--- config.mk ---
export PLATFORM = sky130hd
export DESIGN_NAME = mod5_rr_arbiter_flat
export DESIGN_NICKNAME = d
export VERILOG_FILES = /design/src/rtl/mod5_rr_arbiter_if.sv /design/src/rtl/mod5_rr_arbiter.sv /design/src/flat_wrapper.sv
export SDC_FILE = /design/constraint.sdc
export NUM_CORES = 1
export LEC_CHECK = 0
export ABC_AREA = 1
export BUFFER_PORTS_ARGS = -buffer_cell sky130_fd_sc_hd__buf_2
export CAP_MARGIN = 10
export CORE_UTILIZATION = 49
export DETAILED_ROUTE_END_ITERATION = 10
export PLACE_DENSITY = 0.69
export SETUP_SLACK_MARGIN = 0.4
export SLEW_MARGIN = 20
export SYNTH_ARGS = -nofsm -noshare
export SYNTH_HDL_FRONTEND = slang
export SYNTH_SLANG_ARGS = --single-unit
--- constraint.sdc ---
create_clock -name clk -period 5.28 [get_ports clk]
set_clock_uncertainty 0.05 [all_clocks]
set_input_delay 0.528 -clock clk [delete_from_list [all_inputs] [get_ports clk]]
set_output_delay 0.528 -clock clk [all_outputs]
set_load 0.05 [all_outputs]
--- src/rtl/mod5_rr_arbiter_if.sv ---
// rtl/mod5_rr_arbiter_if.sv - request/grant bundle for the five-way round-robin arbiter
//
// Signals:
//   en        arbitration enable (requester side -> arbiter)
//   req[4:0]  request lines, one per requester (requester side -> arbiter)
//   gnt[4:0]  one-hot grant, zero when nothing is granted (arbiter -> requesters)
//   gnt_id    index 0..4 of the grantee, holds last value when gnt is zero
//   gnt_valid high whenever gnt is non-zero
//   timeout   one-cycle pulse when a grant is forcibly released
interface mod5_rr_arbiter_if;
    logic       en;
    logic [4:0] req;
    logic [4:0] gnt;
    logic [2:0] gnt_id;
    logic       gnt_valid;
    logic       timeout;

    modport master (
        output en,
        output req,
        input  gnt,
        input  gnt_id,
        input  gnt_valid,
        input  timeout
    );

    modport slave (
        input  en,
        input  req,
        output gnt,
        output gnt_id,
        output gnt_valid,
        output timeout
    );
endinterface

--- src/rtl/mod5_rr_arbiter.sv ---
// rtl/mod5_rr_arbiter.sv - five-way round-robin arbiter with hold limit and inter-grant gap
//
// Parameters:
//   MAX_HOLD  maximum consecutive cycles a single grant is held (2..255)
// Ports:
//   clk       system clock, rising edge
//   reset_n   asynchronous active-low reset
//   bus       mod5_rr_arbiter_if.slave: en/req in, gnt/gnt_id/gnt_valid/timeout out (all registered)
module mod5_rr_arbiter #(
    parameter int MAX_HOLD = 16
) (
    input  logic                 clk,
    input  logic                 reset_n,
    mod5_rr_arbiter_if.slave     bus
);
    typedef enum logic [1:0] {
        IDLE  = 2'd0,
        GRANT = 2'd1,
        GAP   = 2'd2
    } state_t;

    localparam logic [7:0] HOLD_LAST = 8'(MAX_HOLD - 1);

    state_t     state_q, state_d;
    logic [2:0] ptr_q, ptr_d;
    logic [7:0] hold_cnt_q, hold_cnt_d;
    logic [4:0] gnt_q, gnt_d;
    logic [2:0] gnt_id_q, gnt_id_d;
    logic       gnt_valid_q, gnt_valid_d;
    logic       timeout_q, timeout_d;

    // Round-robin search: rotate the request vector so that bit 0 is the
    // requester at ptr, take the lowest set bit, then map back mod 5.
    logic [2:0] ptr_eff;
    logic [9:0] req_dbl;
    logic [9:0] req_rot;
    logic [2:0] pos;
    logic [3:0] win_sum;
    logic [2:0] win;
    logic       found;

    always_comb begin
        // Out-of-range pointer values fall back to requester 0.
        ptr_eff = (ptr_q > 3'd4) ? 3'd0 : ptr_q;
        req_dbl = {bus.req, bus.req};
        req_rot = req_dbl >> ptr_eff;
        found   = 1'b0;
        pos     = 3'd0;
        for (int k = 0; k < 5; k++) begin
            if (!found && req_rot[k]) begin
                found = 1'b1;
                pos   = 3'(k);
            end
        end
        win_sum = {1'b0, ptr_eff} + {1'b0, pos};
        win     = (win_sum >= 4'd5) ? 3'(win_sum - 4'd5) : win_sum[2:0];
    end

    always_comb begin
        state_d     = state_q;
        ptr_d       = ptr_q;
        hold_cnt_d  = hold_cnt_q;
        gnt_d       = gnt_q;
        gnt_id_d    = gnt_id_q;
        gnt_valid_d = gnt_valid_q;
        timeout_d   = 1'b0;

        unique case (state_q)
            IDLE: begin
                gnt_d       = 5'b00000;
                gnt_valid_d = 1'b0;
                if (bus.en && found) begin
                    gnt_d       = 5'b00001 << win;
                    gnt_id_d    = win;
                    gnt_valid_d = 1'b1;
                    ptr_d       = (win == 3'd4) ? 3'd0 : win + 3'd1;
                    hold_cnt_d  = 8'd0;
                    state_d     = GRANT;
                end
            end
            GRANT: begin
                // gnt is one-hot for the grantee, so this tests req[gnt_id].
                if ((bus.req & gnt_q) == 5'b00000) begin
                    gnt_d       = 5'b00000;
                    gnt_valid_d = 1'b0;
                    state_d     = GAP;
                end else if (hold_cnt_q < HOLD_LAST) begin
                    hold_cnt_d = hold_cnt_q + 8'd1;
                end else begin
                    gnt_d       = 5'b00000;
                    gnt_valid_d = 1'b0;
                    timeout_d   = 1'b1;
                    state_d     = GAP;
                end
            end
            GAP: begin
                gnt_d       = 5'b00000;
                gnt_valid_d = 1'b0;
                state_d     = IDLE;
            end
            default: begin
                gnt_d       = 5'b00000;
                gnt_valid_d = 1'b0;
                state_d     = IDLE;
            end
        endcase
    end

    always_ff @(posedge clk or negedge reset_n) begin
        if (!reset_n) begin
            state_q     <= IDLE;
            ptr_q       <= 3'd0;
            hold_cnt_q  <= 8'd0;
            gnt_q       <= 5'b00000;
            gnt_id_q    <= 3'd0;
            gnt_valid_q <= 1'b0;
            timeout_q   <= 1'b0;
        end else begin
            state_q     <= state_d;
            ptr_q       <= ptr_d;
            hold_cnt_q  <= hold_cnt_d;
            gnt_q       <= gnt_d;
            gnt_id_q    <= gnt_id_d;
            gnt_valid_q <= gnt_valid_d;
            timeout_q   <= timeout_d;
        end
    end

    assign bus.gnt       = gnt_q;
    assign bus.gnt_id    = gnt_id_q;
    assign bus.gnt_valid = gnt_valid_q;
    assign bus.timeout   = timeout_q;
endmodule

--- src/flat_wrapper.sv ---
// flat-port wrapper written by rule: the top's interface ports become plain ports
module mod5_rr_arbiter_flat 
#(
    parameter int MAX_HOLD = 16
)
  (clk, reset_n, bus_en, bus_req, bus_gnt, bus_gnt_id, bus_gnt_valid, bus_timeout);
  mod5_rr_arbiter_if bus_i ();
  input  logic clk;
  input  logic reset_n;
  input wire logic [$bits(bus_i.en)-1:0] bus_en;
  input wire logic [$bits(bus_i.req)-1:0] bus_req;
  output wire logic [$bits(bus_i.gnt)-1:0] bus_gnt;
  output wire logic [$bits(bus_i.gnt_id)-1:0] bus_gnt_id;
  output wire logic [$bits(bus_i.gnt_valid)-1:0] bus_gnt_valid;
  output wire logic [$bits(bus_i.timeout)-1:0] bus_timeout;
  assign bus_i.en = bus_en;
  assign bus_i.req = bus_req;
  assign bus_gnt = bus_i.gnt;
  assign bus_gnt_id = bus_i.gnt_id;
  assign bus_gnt_valid = bus_i.gnt_valid;
  assign bus_timeout = bus_i.timeout;
  mod5_rr_arbiter #(.MAX_HOLD(MAX_HOLD)) u_core (.clk(clk), .reset_n(reset_n), .bus(bus_i));
endmodule
# Word level (Yosys, flattened, before mapping)
# Cells that the tools add are included.
# classes
add_sub_neg	4
n_lt_le_gt_ge	3
eq_ne	6
shift	2
n_mux	31
n_bitwise	1
reduce_logical	15
# ops
op	n
8-bit two-way mux	3
3-bit two-way mux	6
8-bit one-hot mux with 2 select lines	1
5-bit two-way mux	3
1-bit two-way mux	12
5-bit one-hot mux with 2 select lines	1
10-bit by 3-bit >> shifter with 5-bit output	1
8-bit by 1-bit adder with 8-bit output, second input constant	1
8-bit by 4-bit less-than comparator with 1-bit output, second input constant	1
2-bit two-way mux	3
5-bit AND	1
1-bit logical AND	5
5-bit logical NOT	1
1-bit by 3-bit << shifter with 5-bit output, first input constant	1
3-bit by 3-bit adder with 4-bit output	1
4-bit by 3-bit >= comparator with 1-bit output, second input constant	1
1-bit logical NOT	4
2-bit by 1-bit inequality test with 1-bit output, second input constant	2
2-bit one-hot mux with 2 select lines	1
2-bit AND reduction	2
4-bit AND reduction	1
3-bit by 1-bit adder with 3-bit output, second input constant	1
3-bit equality test, second input constant	1
3-bit greater-than comparator, second input constant	1
7 further kinds	7
# totals
regBits	23
inputBits	8
out_inout_bits	10
elab_cells	69

# Longest topological paths before layout
# logic_depth
word_depth	22
mapped_depth	24
ltp_nobuf	24

# Worst setup path before layout
# No wires, ideal clock.
# synth_path
path_type	flip-flop to flip-flop
startpoint	register u_core.ptr_q[0]
endpoint	register u_core.ptr_q[2]
setup_ns	0.083
t_arrival_ns	3.505
required_ns	5.147
setup_slack_ns	1.643
path_stages_with_launch	23
n_path_buf	1
synth_period_minus_slack_ns	3.637
path_cell_list	dfrtp_1 -> buf_6 -> nor2_2 -> nand2_1 -> inv_1 -> nand2_1 -> nand2_1 -> a31oi_1 -> nor2_1 -> ha_1 -> inv_1 -> fa_1 -> ha_1 -> inv_1 -> o21ai_0 -> nand3_1 -> o21ai_0 -> inv_1 -> ha_1 -> ha_1 -> inv_1 -> nand2_1 -> o21ai_0
# synth_between
elab_chain_len	21
word_cells_on_any_way	29
cone_classes	add/sub: 3; order compare: 2; eq/ne: 1; shift: 1; mux: 12; reduce/logical: 10
# synth_lines
element	line_no	source
from (decl)	mod5_rr_arbiter.sv:25	logic [2:0] ptr_q, ptr_d;
from (signal assigned)	mod5_rr_arbiter.sv:120	ptr_q <= ptr_d;
3-bit greater-than comparator	mod5_rr_arbiter.sv:44	ptr_eff = (ptr_q > 3'd4) ? 3'd0 : ptr_q;
3-bit two-way mux (*)	mod5_rr_arbiter.sv:44	
10-bit by 3-bit >> shifter with 5-bit output	mod5_rr_arbiter.sv:46	req_rot = req_dbl >> ptr_eff;
1-bit two-way mux	mod5_rr_arbiter.sv:50	if (!found && req_rot[k]) begin
1-bit logical NOT	mod5_rr_arbiter.sv:50	
1-bit logical AND	mod5_rr_arbiter.sv:50	
1-bit two-way mux	mod5_rr_arbiter.sv:50	
1-bit logical NOT	mod5_rr_arbiter.sv:50	
[6 not listed]	--	
1-bit logical AND	mod5_rr_arbiter.sv:50	
3-bit two-way mux	mod5_rr_arbiter.sv:50	
3-bit by 3-bit adder with 4-bit output (*)	mod5_rr_arbiter.sv:55	win_sum = {1'b0, ptr_eff} + {1'b0, pos};
4-bit by 3-bit >= comparator with 1-bit output / 3-bit subtractor (equally long branches)	mod5_rr_arbiter.sv:56	win = (win_sum >= 4'd5) ? 3'(win_sum - 4'd5) : win_sum[2:0];
3-bit two-way mux (*)	mod5_rr_arbiter.sv:56	
named net u_core.win[1]	mod5_rr_arbiter.sv:39	logic [2:0] win;
3-bit by 1-bit adder with 3-bit output / 3-bit equality test (equally long branches)	mod5_rr_arbiter.sv:76	ptr_d = (win == 3'd4) ? 3'd0 : win + 3'd1;
3-bit two-way mux (*)	mod5_rr_arbiter.sv:76	
# Mark *: on every way through the listed nets, which the timed path passes. The rest lies on a longest branch.
# A chain may end at the register's enable or synchronous reset.

# Worst setup path after layout
# Ends and elaborated chain as after synthesis.

==> metrics.md <==
| Metric | Value |
|---|---|
| Slew @ Worst Pin | `0.751 ns` |
| Critical Path Sink Type | `register` |
| First-pass GRT wire length | `5.14 mm` |
| Max FO, Critical Path | `8` |
| CP delay by family, top | `adder cells` |
| Final HPWL DP | `2.30 mm` |
| Area of the multi-input gates | `843 um2` |
| Fin nets | `247` |
| Worst-Skew Late Latency | `0.31 ns` |
| R2R Setup Slk | `1.13 ns` |
| Initial antenna violation count | `0` |
| Largest net degree at the start of global routing | `24` |
| GRT Util Overall | `19.8%` |
| H-tree depth | `1` |
| Starting density of the core | `51.3%` |
| Clock sink count | `23` |
| R2R depth | `21` |
| DR pass1 iterations | `4` |
| # rows | `20` |
| DRC Markers | `0` |
| Gr ovfl total | `0` |
| Yosys warnings | `0` |
| Fin Setup TNS | `0 ns` |
| Hold WC Path Type | `in2async` |
| Critical path type | `reg2reg` |
| Synthesized flop and latch total | `23` |
| Max clock buf depth | `2` |
| Die X | `58.3 um` |
| CTS tree | `yes` |
| Max Cap Viol | `0` |
| Cts bufs inserted | `3` |
| RR Endpoint | `u_core.ptr_q[2]$_DFFE_PN0P_` |
| RSZ-0062 raised after global routing | `no` |
| Post-Place Setup Slack | `1.19 ns` |
| Crit-path cells | `nor2_2 > nand2_1 > inv_1 > nand2_1 > nand2_1 > a31oi_1 > nor2_1 > ha_1 > inv_1 > fa_1 > ha_1 > inv_1 > o21ai_0 > nand3_1 > o21ai_0 > inv_1 > ha_1 > ha_1 > inv_1 > nand2_1 > o21ai_0` |
| Vias/cell | `4.87` |
| ANT cells | `0` |
| Post-synth cell types | `26` |
| Core area | `3030 um2` |
| Critical Path Start Type | `register` |
| CP Data Arrival Time | `4.33 ns` |
| WL final | `2.90 mm` |
| Maximum clock frequency | `0.241 GHz` |
| Vias | `1316` |
| Synth Instances | `207` |
| Final worst setup slack | `1.13 ns` |
| Drt initial violations | `101` |
| Status | `complete, no violations` |
| Root Buffer | `clkbuf_4` |
| Reg area | `576 um2` |
| Fill cell count | `290` |
| Chip Height | `58.3 um` |
| Resize count post-CTS | `0` |
| Wirelength per Cell | `10.7 um` |
| Final GP Congestion | `0.818` |
| Slowest CP cell | `fa_1` |
| RR Startpoint | `u_core.ptr_q[0]$_DFFE_PN0P_` |
| Worst rel slew slack | `49.8%` |
| Mapped cell area | `1550 um2` |
| Net Count, Synth | `227` |
| Post-CTS Setup Inserts | `0` |
| Post-layout minimum cycle time | `4.15 ns` |
| CP bufs+invs | `5` |
| Avg Cell Area, Syn | `7.51 um2` |
| Area delta synth->final | `9.02%` |
| Vias in the first global route | `1175` |
| Final Hold Viols | `0` |
| Dominant cell type by count on the critical path | `inv_1` |
| CTS Hold Bufs | `0` |
| Largest stage delay, worst path | `0.54 ns` |
| Fin. max-slew vios | `0` |
| Num ports | `18` |
| Final worst path period share | `78.6%` |
| PortBufs | `17` |
| Seq/Total Area, Yosys | `37.0%` |
| Clock slew at the register clock pins of the worst setup and hold paths | `0.12 ns` |
| Antenna viol nets, final | `0` |
| CP Data Required Time | `5.46 ns` |
| Die area | `3400 um2` |
| Share of cells above drive strength 1 | `15.9%` |
| Final Setup Violations | `0` |
==> routing by layer <==
metal | vias to the layer above | global-route usage (%) | wire (um)
met1 | 580 | 29.9 | 1540
met2 | 33 | 29.6 | 1200
li1 | 698 | - | -
met5 | - | 0 | 0
met3 | 5 | 3.96 | 132
met4 | 0 | 4.08 | 21
==> synthesized netlist by cell type <==
library cell / instances / share of area (%)
nand2_1: 63 / 15
inv_1: 25 / 6.0
dfrtp_1: 23 / 37
nand3_1: 19 / 6.1
nor2_1: 14 / 3.4
o21ai_0: 13 / 4.2
ha_1: 11 / 8.9
nand4_1: 8 / 3.2
nand2_2: 5 / 2.0
inv_2: 3 / 0.72
nor2_2: 3 / 1.2
a21oi_1: 2 / 0.64
nand2_4: 2 / 1.4
nor2_4: 2 / 1.4
o21ai_1: 2 / 0.64
xor2_1: 2 / 1.1
a22o_1: 1 / 0.56
a31oi_1: 1 / 0.40
buf_6: 1 / 0.72
buf_8: 1 / 0.97
clkinv_1: 1 / 0.24
fa_1: 1 / 1.3
nand3_4: 1 / 1.1
nor3_1: 1 / 0.32
nor3b_1: 1 / 0.48
xnor2_1: 1 / 0.56
==> layout make-up <==
type | instances | share of cell area [%]
clock buffer | 4 | 1.55
inverter | 29 | 6.43
multi-input combinational | 153 | 49.8
sequential | 23 | 34.0
tap | 44 | 3.25
timing repair buffer | 17 | 5.02
==> per-stage QoR <==
stage	hold slack [ns]	util, %	area (um2)	cells
3_5_place_dp	0.416	55.1	1670	266
3_3_place_gp	0.412	55.1	1670	266
2_1_floorplan	0.182	-	1550	207
6_report	0.120	56.0	1690	270
4_1_cts	0.126	56.0	1690	270
5_1_grt	0.146	56.0	1690	270
==> state kept, by name, summed over array words and instances (netlist names) <==
signal and count:
u_core.bus.gnt_valid 1, u_core.ptr_q 3, u_core.bus.gnt 5, u_core.hold_cnt_q 8
u_core.bus.gnt_id 3, u_core.bus.timeout 1, u_core.state_q 2
==> worst register-to-register path: stages, from the launching register on <==
cell,delay [ns]
dfrtp_1,0.51
nor2_2,0.18
nand2_1,0.13
inv_1,0.16
nand2_1,0.07
nand2_1,0.12
a31oi_1,0.10
nor2_1,0.11
ha_1,0.17
inv_1,0.05
fa_1,0.54
ha_1,0.19
inv_1,0.05
o21ai_0,0.14
nand3_1,0.18
o21ai_0,0.47
inv_1,0.13
ha_1,0.22
ha_1,0.27
inv_1,0.05
nand2_1,0.04
o21ai_0,0.14
==> worst max-delay path by stage <==
stage	start	end	cells past startpoint	slack, ns
2_1_floorplan	u_core.ptr_q[0]$_DFFE_PN0P_	u_core.ptr_q[2]$_DFFE_PN0P_	22	1.64
3_3_place_gp	u_core.ptr_q[2]$_DFFE_PN0P_	u_core.ptr_q[2]$_DFFE_PN0P_	21	1.26
3_5_place_dp	u_core.ptr_q[2]$_DFFE_PN0P_	u_core.ptr_q[2]$_DFFE_PN0P_	20	1.19
4_1_cts	u_core.ptr_q[2]$_DFFE_PN0P_	u_core.ptr_q[2]$_DFFE_PN0P_	20	1.15
5_1_grt	u_core.ptr_q[2]$_DFFE_PN0P_	u_core.ptr_q[2]$_DFFE_PN0P_	20	0.56
6_report	u_core.ptr_q[0]$_DFFE_PN0P_	u_core.ptr_q[2]$_DFFE_PN0P_	21	1.13
==> cell usage in the layout, fill, tap and decap left out, drive strengths merged <==
| master | instances |
|---|---|
| buf | 17 |
| clkinv | 1 |
| nor3b | 1 |
| xnor2 | 1 |
| inv | 28 |
| clkbuf | 4 |
| a21oi | 2 |
| nand4 | 8 |
| fa | 1 |
| nor2 | 19 |
| dfrtp | 23 |
| nor3 | 1 |
| xor2 | 2 |
| nand2 | 70 |
| nand3 | 20 |
| o21ai | 15 |
| ha | 11 |
| a22o | 1 |
| a31oi | 1 |
==> cell families (layout without fill, tap and decap cells) <==
kind of cell | after synthesis | count (layout) | share of synthesized area (%)
flops | 23 | 23 | 37.0
buf+inv | 31 | 50 | 8.70
simple gates | 119 | 119 | 36.0
compound gates | 19 | 19 | 6.44
xor+xnor | 3 | 3 | 1.69
fa+ha+maj | 12 | 12 | 10.1
Power is not shown: default switching activity piles up to over one toggle a cycle in this logic, so the estimate is an artifact.
